`config.mk`:
```
export PLATFORM = sky130hd
export DESIGN_NAME = cordic_vec_flat
export DESIGN_NICKNAME = d
export VERILOG_FILES = /design/src/rtl/sdr_pkg.sv /design/src/rtl/cordic_vec_if.sv /design/src/rtl/cordic_vec_stage.sv /design/src/rtl/cordic_vec.sv /design/src/flat_wrapper.sv
export SDC_FILE = /design/constraint.sdc
export NUM_CORES = 2
export LEC_CHECK = 0
export ABC_AREA = 0
export CORE_UTILIZATION = 45
export DETAILED_ROUTE_END_ITERATION = 6
export GPL_TIMING_DRIVEN = 0
export PLACE_DENSITY = 0.68
export SETUP_SLACK_MARGIN = 0.3
export SKIP_CTS_REPAIR_TIMING = 1
export SYNTH_ARGS = -nofsm -noshare
export SYNTH_HDL_FRONTEND = slang
export SYNTH_SLANG_ARGS = --single-unit
```
`constraint.sdc`:
```
create_clock -name clk_i -period 4.95 [get_ports clk_i]
set_clock_uncertainty 0.15 [all_clocks]
set_input_delay 0.7425 -clock clk_i [delete_from_list [all_inputs] [get_ports clk_i]]
set_output_delay 0.7425 -clock clk_i [all_outputs]
set_load 0.05 [all_outputs]
```
`src/rtl/sdr_pkg.sv`:
```
`default_nettype none
// ============================================================================
//  Module   : sdr_pkg
//  Brief    : Shared SDR constants: default widths, CORDIC arctangent table,
//             CORDIC gain and half-turn phase constant.
//  Revision : 1.0
// ============================================================================
package sdr_pkg;

    localparam int DATA_W_DEF  = 16;
    localparam int PHASE_W_DEF = 32;

    localparam logic [31:0] PHASE_HALF = 32'h8000_0000;

    // CORDIC gain K ~= 1.646760 as unsigned Q16.16
    localparam int CORDIC_K_Q16 = 107922;

    // round(atan(2^-i) / (2*pi) * 2^32)
    localparam logic [31:0] ATAN_LUT [0:31] = '{
        32'h2000_0000, 32'h12E4_051E, 32'h09FB_385B, 32'h0511_11D4,
        32'h028B_0D43, 32'h0145_D7E1, 32'h00A2_F61E, 32'h0051_7C55,
        32'h0028_BE53, 32'h0014_5F2F, 32'h000A_2F98, 32'h0005_17CC,
        32'h0002_8BE6, 32'h0001_45F3, 32'h0000_A2FA, 32'h0000_517D,
        32'h0000_28BE, 32'h0000_145F, 32'h0000_0A30, 32'h0000_0518,
        32'h0000_028C, 32'h0000_0146, 32'h0000_00A3, 32'h0000_0051,
        32'h0000_0029, 32'h0000_0014, 32'h0000_000A, 32'h0000_0005,
        32'h0000_0003, 32'h0000_0001, 32'h0000_0001, 32'h0000_0000
    };

    function automatic logic [31:0] atan_entry(input int i);
        return (i >= 0 && i < 32) ? ATAN_LUT[i] : 32'h0000_0000;
    endfunction

endpackage : sdr_pkg
`default_nettype wire

```
`src/rtl/cordic_vec_if.sv`:
```
`default_nettype none
// ============================================================================
//  Module   : cordic_vec_if
//  Brief    : Sample-in / phase-magnitude-frequency-out bundle of cordic_vec.
//  Revision : 1.0
// ============================================================================
interface cordic_vec_if #(
    parameter int DATA_W  = 16,
    parameter int PHASE_W = 32
);
    logic                      valid_i;
    logic signed [DATA_W-1:0]  cos_i;
    logic signed [DATA_W-1:0]  sin_i;
    logic                      valid_o;
    logic [PHASE_W-1:0]        phase_o;
    logic [DATA_W:0]           mag_o;
    logic [PHASE_W-1:0]        freq_o;
    logic                      freq_valid_o;

    modport master (
        output valid_i, cos_i, sin_i,
        input  valid_o, phase_o, mag_o, freq_o, freq_valid_o
    );

    modport slave (
        input  valid_i, cos_i, sin_i,
        output valid_o, phase_o, mag_o, freq_o, freq_valid_o
    );
endinterface : cordic_vec_if
`default_nettype wire

```
`src/rtl/cordic_vec_stage.sv`:
```
`default_nettype none
// ============================================================================
//  Module   : cordic_vec_stage
//  Brief    : One registered vectoring micro-rotation driving y toward zero.
//  Revision : 1.0
// ============================================================================
module cordic_vec_stage
    import sdr_pkg::*;
#(
    parameter int I       = 0,
    parameter int DATA_W  = DATA_W_DEF,
    parameter int PHASE_W = PHASE_W_DEF
) (
    input  wire logic                      clk,
    input  wire logic signed [DATA_W+2:0]  i_x,
    input  wire logic signed [DATA_W+2:0]  i_y,
    input  wire logic [PHASE_W-1:0]        i_z,
    input  wire logic                      i_zero,
    output logic signed [DATA_W+2:0]       o_x,
    output logic signed [DATA_W+2:0]       o_y,
    output logic [PHASE_W-1:0]             o_z,
    output logic                           o_zero
);

    localparam logic [31:0]        c_angle_full = atan_entry(I);
    localparam logic [PHASE_W-1:0] c_angle      = c_angle_full[31 -: PHASE_W];

    logic signed [DATA_W+2:0] w_x_sh;
    logic signed [DATA_W+2:0] w_y_sh;
    logic signed [DATA_W+2:0] r_x;
    logic signed [DATA_W+2:0] r_y;
    logic [PHASE_W-1:0]       r_z;
    logic                     r_zero;

    assign w_x_sh = i_x >>> I;
    assign w_y_sh = i_y >>> I;

    // Rotate toward the x axis; z accumulates the angle travelled
    always_ff @(posedge clk) begin
        if (i_y[DATA_W+2]) begin
            r_x <= i_x - w_y_sh;
            r_y <= i_y + w_x_sh;
            r_z <= i_z - c_angle;
        end else begin
            r_x <= i_x + w_y_sh;
            r_y <= i_y - w_x_sh;
            r_z <= i_z + c_angle;
        end
        r_zero <= i_zero;
    end

    assign o_x    = r_x;
    assign o_y    = r_y;
    assign o_z    = r_z;
    assign o_zero = r_zero;

endmodule : cordic_vec_stage
`default_nettype wire

```
`src/rtl/cordic_vec.sv`:
```
`default_nettype none
// ============================================================================
//  Module   : cordic_vec
//  Brief    : Pipelined vectoring CORDIC returning phase (turns), magnitude
//             and phase increment between consecutive valid samples.
//  Revision : 1.0
// ============================================================================
module cordic_vec
    import sdr_pkg::*;
#(
    parameter int DATA_W  = DATA_W_DEF,
    parameter int PHASE_W = PHASE_W_DEF,
    parameter int STAGES  = 16
) (
    input  wire logic    clk_i,
    input  wire logic    rst_i,
    cordic_vec_if.slave  bus
);

    localparam int                 c_xw   = DATA_W + 3;
    localparam logic [PHASE_W-1:0] c_half = {1'b1, {(PHASE_W-1){1'b0}}};

    logic signed [c_xw-1:0] w_cos_ext;
    logic signed [c_xw-1:0] w_sin_ext;
    logic signed [c_xw-1:0] r_pre_x;
    logic signed [c_xw-1:0] r_pre_y;
    logic [PHASE_W-1:0]     r_pre_z;
    logic                   r_pre_zero;

    logic signed [c_xw-1:0] w_x    [0:STAGES];
    logic signed [c_xw-1:0] w_y    [0:STAGES];
    logic [PHASE_W-1:0]     w_z    [0:STAGES];
    logic                   w_zero [0:STAGES];

    logic [STAGES:0]        r_valid_sr;
    logic [PHASE_W-1:0]     w_phase_new;
    logic [PHASE_W-1:0]     w_freq_new;
    logic [PHASE_W-1:0]     r_last_phase;
    logic                   r_have_prev;
    logic                   r_valid_o;
    logic [PHASE_W-1:0]     r_phase_o;
    logic [DATA_W:0]        r_mag_o;
    logic [PHASE_W-1:0]     r_freq_o;
    logic                   r_freq_valid_o;

    // Three guard bits keep -(-2^(DATA_W-1)) and the CORDIC gain in range
    assign w_cos_ext = {{3{bus.cos_i[DATA_W-1]}}, bus.cos_i};
    assign w_sin_ext = {{3{bus.sin_i[DATA_W-1]}}, bus.sin_i};

    always_ff @(posedge clk_i) begin
        if (bus.cos_i[DATA_W-1]) begin
            r_pre_x <= -w_cos_ext;
            r_pre_y <= -w_sin_ext;
            r_pre_z <= c_half;
        end else begin
            r_pre_x <= w_cos_ext;
            r_pre_y <= w_sin_ext;
            r_pre_z <= '0;
        end
        r_pre_zero <= (bus.cos_i == '0) && (bus.sin_i == '0);
    end

    assign w_x[0]    = r_pre_x;
    assign w_y[0]    = r_pre_y;
    assign w_z[0]    = r_pre_z;
    assign w_zero[0] = r_pre_zero;

    generate
        for (genvar gi = 0; gi < STAGES; gi++) begin : g_stage
            cordic_vec_stage #(
                .I       (gi),
                .DATA_W  (DATA_W),
                .PHASE_W (PHASE_W)
            ) u_stage (
                .clk    (clk_i),
                .i_x    (w_x[gi]),
                .i_y    (w_y[gi]),
                .i_z    (w_z[gi]),
                .i_zero (w_zero[gi]),
                .o_x    (w_x[gi+1]),
                .o_y    (w_y[gi+1]),
                .o_z    (w_z[gi+1]),
                .o_zero (w_zero[gi+1])
            );
        end
    endgenerate

    // Bit k tracks the sample held in pipeline register k (0 = pre-rotation)
    always_ff @(posedge clk_i) begin
        if (!rst_i) begin
            r_valid_sr <= '0;
        end else begin
            r_valid_sr <= {r_valid_sr[STAGES-1:0], bus.valid_i};
        end
    end

    assign w_phase_new = w_zero[STAGES] ? '0 : w_z[STAGES];
    assign w_freq_new  = w_phase_new - r_last_phase;

    // Only valid outputs advance the frequency reference, so gaps are spanned
    always_ff @(posedge clk_i) begin
        if (!rst_i) begin
            r_valid_o      <= 1'b0;
            r_phase_o      <= '0;
            r_mag_o        <= '0;
            r_freq_o       <= '0;
            r_freq_valid_o <= 1'b0;
            r_last_phase   <= '0;
            r_have_prev    <= 1'b0;
        end else begin
            r_valid_o      <= r_valid_sr[STAGES];
            r_phase_o      <= w_phase_new;
            r_mag_o        <= w_x[STAGES][DATA_W:0];
            r_freq_o       <= w_freq_new;
            r_freq_valid_o <= r_valid_sr[STAGES] & r_have_prev;
            if (r_valid_sr[STAGES]) begin
                r_last_phase <= w_phase_new;
                r_have_prev  <= 1'b1;
            end
        end
    end

    assign bus.valid_o      = r_valid_o;
    assign bus.phase_o      = r_phase_o;
    assign bus.mag_o        = r_mag_o;
    assign bus.freq_o       = r_freq_o;
    assign bus.freq_valid_o = r_freq_valid_o;

endmodule : cordic_vec
`default_nettype wire
```
`src/flat_wrapper.sv`:
```
// flat-port wrapper written by rule: the top's interface ports become plain ports
module cordic_vec_flat import sdr_pkg::*;
#(
    parameter int DATA_W  = DATA_W_DEF,
    parameter int PHASE_W = PHASE_W_DEF,
    parameter int STAGES  = 16
)
  (clk_i, rst_i, bus_valid_i, bus_cos_i, bus_sin_i, bus_valid_o, bus_phase_o, bus_mag_o, bus_freq_o, bus_freq_valid_o);
  cordic_vec_if #(.DATA_W(DATA_W), .PHASE_W(PHASE_W)) bus_i ();
  input  wire logic clk_i;
  input  wire logic rst_i;
  input wire logic [$bits(bus_i.valid_i)-1:0] bus_valid_i;
  input wire logic [$bits(bus_i.cos_i)-1:0] bus_cos_i;
  input wire logic [$bits(bus_i.sin_i)-1:0] bus_sin_i;
  output wire logic [$bits(bus_i.valid_o)-1:0] bus_valid_o;
  output wire logic [$bits(bus_i.phase_o)-1:0] bus_phase_o;
  output wire logic [$bits(bus_i.mag_o)-1:0] bus_mag_o;
  output wire logic [$bits(bus_i.freq_o)-1:0] bus_freq_o;
  output wire logic [$bits(bus_i.freq_valid_o)-1:0] bus_freq_valid_o;
  assign bus_i.valid_i = bus_valid_i;
  assign bus_i.cos_i = bus_cos_i;
  assign bus_i.sin_i = bus_sin_i;
  assign bus_valid_o = bus_i.valid_o;
  assign bus_phase_o = bus_i.phase_o;
  assign bus_mag_o = bus_i.mag_o;
  assign bus_freq_o = bus_i.freq_o;
  assign bus_freq_valid_o = bus_i.freq_valid_o;
  cordic_vec #(.DATA_W(DATA_W), .PHASE_W(PHASE_W), .STAGES(STAGES)) u_core (.clk_i(clk_i), .rst_i(rst_i), .bus(bus_i));
endmodule
```
# ---- Word-level counts from Yosys, hierarchy flattened
# Index checks and enable logic that the tools add are counted.
dict set report totals {
  regBits 1317
  latch_bits 0
  ram_bits 0
  romBits 0
  inputBits 35
  out_inout_bits 83
  memories 0
}
dict set report classes {
  add_sub_neg 96
  multipliers 0
  div 0
  n_lt_le_gt_ge 0
  eq_ne 0
  shift 0
  mux 51
  bitwise 1
  n_reduce_logical 3
}
# op count
set ops {}
lappend ops {{$mux W32} 18}
lappend ops {{$mux W19} 30}
lappend ops {{$add A19 B10 Y19} 2}
lappend ops {{$add A19 B11 Y19} 2}
lappend ops {{$add A19 B12 Y19} 2}
lappend ops {{$add A19 B13 Y19} 2}
lappend ops {{$add A19 B14 Y19} 2}
lappend ops {{$add A19 B15 Y19} 2}
lappend ops {{$add A19 B16 Y19} 2}
lappend ops {{$add A19 B17 Y19} 2}
lappend ops {{$add A19 B18 Y19} 2}
lappend ops {{$add A19 B6 Y19} 2}
lappend ops {{$add A19 B7 Y19} 2}
lappend ops {{$add A19 B8 Y19} 2}
lappend ops {{$add A19 B9 Y19} 2}
lappend ops {{$neg A16 Y19} 2}
lappend ops {{$sub A19 B10 Y19} 2}
lappend ops {{$sub A19 B11 Y19} 2}
lappend ops {{$sub A19 B12 Y19} 2}
lappend ops {{$sub A19 B13 Y19} 2}
lappend ops {{$sub A19 B14 Y19} 2}
lappend ops {{$sub A19 B15 Y19} 2}
lappend ops {{$sub A19 B16 Y19} 2}
lappend ops {{$sub A19 B17 Y19} 2}
lappend ops {{other kinds (51)} 59}

# ---- Logic depth before layout (Yosys ltp)
dict set report depth {
  ltp_word 2
  mapped_depth 18
  ltp_nobuf 18
}

# ---- Cells and area by module
# A second synthesis with hierarchy kept.
dict set report hier_totals {
  cells_unflattened 10441
  area_unflattened_um2 90249.1
}
# module instances cells_each area_per_inst_um2
set modules_own_cells {}
lappend modules_own_cells {cordic_vec 1 778 7297.0}
lappend modules_own_cells {{cordic_vec_stage at u_core.g_stage[7].u_stage} 1 658 5604.1}
lappend modules_own_cells {{cordic_vec_stage at u_core.g_stage[2].u_stage} 1 655 5442.7}
lappend modules_own_cells {{cordic_vec_stage at u_core.g_stage[4].u_stage} 1 641 5403.9}
lappend modules_own_cells {{cordic_vec_stage at u_core.g_stage[1].u_stage} 1 636 5383.9}
lappend modules_own_cells {{cordic_vec_stage at u_core.g_stage[3].u_stage} 1 641 5382.7}
lappend modules_own_cells {{cordic_vec_stage at u_core.g_stage[9].u_stage} 1 601 5242.5}
lappend modules_own_cells {{cordic_vec_stage at u_core.g_stage[14].u_stage} 1 612 5200.0}
lappend modules_own_cells {{cordic_vec_stage at u_core.g_stage[13].u_stage} 1 580 5180.0}
lappend modules_own_cells {{cordic_vec_stage at u_core.g_stage[5].u_stage} 1 603 5158.7}
lappend modules_own_cells {{cordic_vec_stage at u_core.g_stage[12].u_stage} 1 593 5149.9}
lappend modules_own_cells {{cordic_vec_stage at u_core.g_stage[6].u_stage} 1 603 5141.2}
lappend modules_own_cells {{cordic_vec_stage at u_core.g_stage[11].u_stage} 1 593 5128.7}
lappend modules_own_cells {{cordic_vec_stage at u_core.g_stage[15].u_stage} 1 586 5017.3}
lappend modules_own_cells {{+3 rows} n/a n/a n/a}

# ---- Worst setup path before layout
# Ideal clock, no wire load.
dict set report synth_timing {
  kind {flip-flop to flip-flop}
  from {reg u_core.g_stage[3].u_stage.r_y[18]}
  to {reg u_core.g_stage[4].u_stage.r_y[18]}
  setup_time_ns 0.140
  t_arrival_ns 3.748
  required_time_ns 4.660
  path_slack_ns 0.912
  stages_incl_launch_ff 15
  n_path_buf 2
  period_less_slack_ns 4.038
  path_cell_list {dfxtp_1 -> clkbuf_1 -> buf_1 -> nor2_1 -> xor2_1 -> ha_1 -> a21o_1 -> a21oi_1 -> nor2b_1 -> o21a_1 -> o41ai_1 -> o21ai_0 -> or4b_1 -> nand3_1 -> o211ai_1}
}
dict set report synth_between {
  elab_chain_cells 2
  elab_cells_between_ends 3
}
# element line_no
set synth_rtl {}
lappend synth_rtl {{start, declared} cordic_vec_stage.sv:31} ;# logic signed [DATA_W+2:0] r_y;
lappend synth_rtl {{start signal, assigned} cordic_vec_stage.sv:42} ;# r_y <= i_y + w_x_sh;
lappend synth_rtl {{start signal, assigned} cordic_vec_stage.sv:46} ;# r_y <= i_y - w_x_sh;
lappend synth_rtl {{$sub A19 B15 Y19 or $add A19 B15 Y19 (tied branches)} {cordic_vec_stage.sv:46, cordic_vec_stage.sv:42}}
lappend synth_rtl {{$mux W19 (*)} cordic_vec_stage.sv:40} ;# if (i_y[DATA_W+2]) begin
lappend synth_rtl {{end signal, assigned} cordic_vec_stage.sv:42}
lappend synth_rtl {{end signal, assigned} cordic_vec_stage.sv:46}
lappend synth_rtl {{end, declared} cordic_vec_stage.sv:31}
# Every way passes the cells marked *; elsewhere a longest branch is shown, timed or not.
# A chain may end at the register's enable or synchronous reset.

# ---- Worst setup path in the final report
dict set report layout_timing {
  from {reg u_core.g_stage[2].u_stage.r_y[3]}
  to {reg u_core.g_stage[3].u_stage.r_x[18]}
}
dict set report layout_between {
  elab_chain_cells 2
  elab_cells_between_ends 3
}
# element line_no
set layout_rtl {}
lappend layout_rtl {{start, declared} cordic_vec_stage.sv:31}
lappend layout_rtl {{start signal, assigned} cordic_vec_stage.sv:42}
lappend layout_rtl {{start signal, assigned} cordic_vec_stage.sv:46}
lappend layout_rtl {{$add A19 B16 Y19 or $sub A19 B16 Y19 (tied branches)} {cordic_vec_stage.sv:45, cordic_vec_stage.sv:41}}
lappend layout_rtl {{$mux W19 (*)} cordic_vec_stage.sv:40}
lappend layout_rtl {{end signal, assigned} cordic_vec_stage.sv:41} ;# r_x <= i_x - w_y_sh;
lappend layout_rtl {{end signal, assigned} cordic_vec_stage.sv:45} ;# r_x <= i_x + w_y_sh;
lappend layout_rtl {{end, declared} cordic_vec_stage.sv:30} ;# logic signed [DATA_W+2:0] r_x;
# Marks and branches as above.

==> results by group <==
Placed design
  • Buffers on Ports: 114
  • Setup WS pre-CTS: -1.074 ns
  • GP Congestion: 0.9018
  • Post-DP HPWL: 145.8 mm

Drt
  • Initial DRC count: ~3.1k
  • Vias/cell: 5.409
  • Met1 wire length: 76.99 mm
  • DR top layer: met4
  • Routed WL: 182.2 mm
  • DR WL met3: 6.457 mm
  • Met2 WL post-DR: 91.65 mm
  • DR DRC count: 0
  • Vias: 63.72k
  • Antenna viol nets, final: 0
  • DR pass1 iterations: 5
  • Wire length per cell: 15.47 µm

Setup path
  • Critical Path Start Type: register
  • Crit path required time: 5.46 ns
  • CP arrival: ~5 ns
  • Critical path class: register to register
  • CP Capture Type: register
  • CP Max Fanout: 5

Timing
  • Final min period: 4.412 ns
  • Final setup vio count: 0
  • Hold WS: 0.1751 ns
  • RSZ-0062 raised after global routing: no
  • Worst slew pin tran: 1.219 ns
  • Period utilization: 0.8914
  • Slew Viols, Final: 0
  • Worst setup margin: 0.5377 ns
  • Fmax: 226.6 MHz
  • TNS Setup: 0 ns
  • Final hold vios: 0
  • Max_slew headroom: 0.1761

Die
  • Die Wd: 420.5 µm
  • Initial core utilization: 0.4534
  • Die H: 420.5 µm
  • Io pins: 118
  • Core area: 173,800 µm²
  • Die footprint: 176,800 µm²
  • Num rows: 153

Flow run
  • Maxcap violations: 0

Synthesis
  • Post-synth EDFFs: 0
  • Synth unique cells: 91
  • Mapped Area: about 79,000 µm²
  • Syn Area/Cell: 8.698 µm²
  • Cells after Synth: 9,060
  • Async S/R FF share, synth: 0
  • Synth Flop Type: dfxtp_1
  • Synth Register Bits: around 1.2k
  • Register area share after synthesis: 0.3033
  • Synth warn: 0

Clock tree
  • Sinks on Clock Net: 1,194
  • Worst skew pair latency: 0.78 ns
  • CTS tree: built
  • Clk slew on worst S/H paths: ~0.060 ns
  • Clock Root Buffer: clkbuf_16
  • Cts bufs inserted: about 130
  • H-tree Lvls: 4
  • Max clock buf depth: 3

Final layout
  • Commonest non-fill, non-tap cell in the layout: dfxtp_1
  • Diodes inserted: 0
  • Commonest non-fill, non-tap cells in the layout: 1,181 x dfxtp_1, 1,054 x ha_1, 816 x nor2_1, 805 x xnor2_1, 795 x a21oi_1
  • Layout Utilization: 0.5063
  • Share of layout cells above drive strength 1: 0.04357
  • # nets final: 10.48k
  • Area Growth Syn to Fin: 11.69%

Min path
  • Worst hold path class: register to register

Global route
  • Largest net degree at the start of global routing: 24
  • Vias in the first global route: 62.60k
  • First-pass GRT wire length: 299.2 mm
  • Initial antenna violation count: 0
  • Total grt overflow: 0
  • GRT Overall Usage: 0.2024

Status
  • Status: finished, final reports clean
[state kept, by name, summed over array words and instances (netlist names)]
register / count
u_core.g_stage.u_stage.o_y: 269
u_core.bus.freq_valid_o: 1
u_core.r_pre_z: 1
u_core.r_valid_sr: 17
u_core.bus.phase_o: 31
u_core.g_stage.u_stage.o_x: 300
u_core.bus.mag_o: 17
u_core.r_last_phase: 31
u_core.bus.valid_o: 1
u_core.r_pre_y: 19
u_core.g_stage.u_stage.o_zero: 16
u_core.r_pre_zero: 1
u_core.r_have_prev: 1
u_core.bus.freq_o: 31
u_core.r_pre_x: 19
u_core.g_stage.u_stage.o_z: 439
[routing by layer]
layer	global-route usage	up-vias
li1	-	32880
met4	0.08290	0
met3	0.02781	407
met5	0	-
met2	0.3805	1102
met1	0.2261	29330
[synth_stat cells (110+ instances only)]
cell	count	area (µm²)
a21o_1	344	2582
a21oi_1	795	3979
clkbuf_1	142	533.0
dfxtp_1	1194	23900
ha_1	1054	13190
inv_1	463	1738
nand2_1	435	1633
nand2b_1	110	688.2
nand3_1	172	860.8
nor2_1	816	3063
nor2b_1	177	1107
nor3_1	266	1331
o21a_1	122	915.9
o21ai_0	329	1647
o21bai_1	128	960.9
xnor2_1	805	7051
xor2_1	350	3065
[layout make-up]
type                    count  area, µm²
fillers                 16290      85810
multi-input cells        7242      52600
flip-flops and latches   1194      23930
clock buffers             187       3921
well taps                2325       2909
inverters                 467       1787
repair buffers            145       1374
clock inverters            58      834.6
plain buffers             161      650.6
repair inverters            1      5.005
[through the flow]
step / cells / instance area [µm²]
4_1_cts: 11750 / 87630
3_3_place_gp: 11500 / 82870
3_5_place_dp: 11500 / 82870
2_1_floorplan: 9064 / 78820
6_report: 11780 / 88010
5_1_grt: 11780 / 88010
[cell families (layout without fill, tap and decap cells)]
kind of cell               Yosys count  after routing  share of synthesized area
and+or+nand+nor                   2495           2495                     0.1537
AOI/OAI and AO/OA                 2412           2412                     0.1961
DFF                               1194           1194                     0.3033
xor gates and xnor gates          1155           1155                     0.1284
adders and majority gates         1096           1096                     0.1780
buffers and inverters              628           1019                    0.03012
muxes                               79             79                    0.01037
other                                1              5                 0.00004759
[worst max-delay path, stage by stage, from the launching register on]
cell       delay [ns]
dfxtp_1          0.37
inv_1            0.08
ha_1             0.16
nor2b_1          0.45
a21oi_1          0.16
xnor2_1          0.17
ha_1             0.37
a21o_1           0.21
o2bb2ai_2        0.15
o41a_1           0.38
a41o_1           0.30
or4_4            0.44
and3_4           0.18
a2111oi_4        0.41
a21oi_2          0.11
xnor2_1          0.22
[final timing paths]
kind / endpoint / slack [ns] / cells past startpoint / start
setup / recovery: u_core.g_stage[3].u_stage.o_x[18] / 0.54 / 15 / u_core.g_stage[2].u_stage.o_y[3]
hold / removal: u_core.g_stage[11].u_stage.o_z[1] / 0.18 / 0 / u_core.g_stage[10].u_stage.o_z[1]
setup reg to reg: u_core.g_stage[3].u_stage.o_x[18] / 0.54 / 15 / u_core.g_stage[2].u_stage.o_y[3]
hold reg to reg: u_core.g_stage[11].u_stage.o_z[1] / 0.18 / 0 / u_core.g_stage[10].u_stage.o_z[1]
Power is not shown: default switching activity piles up to over one toggle a cycle in this logic, so the estimate is an artifact.
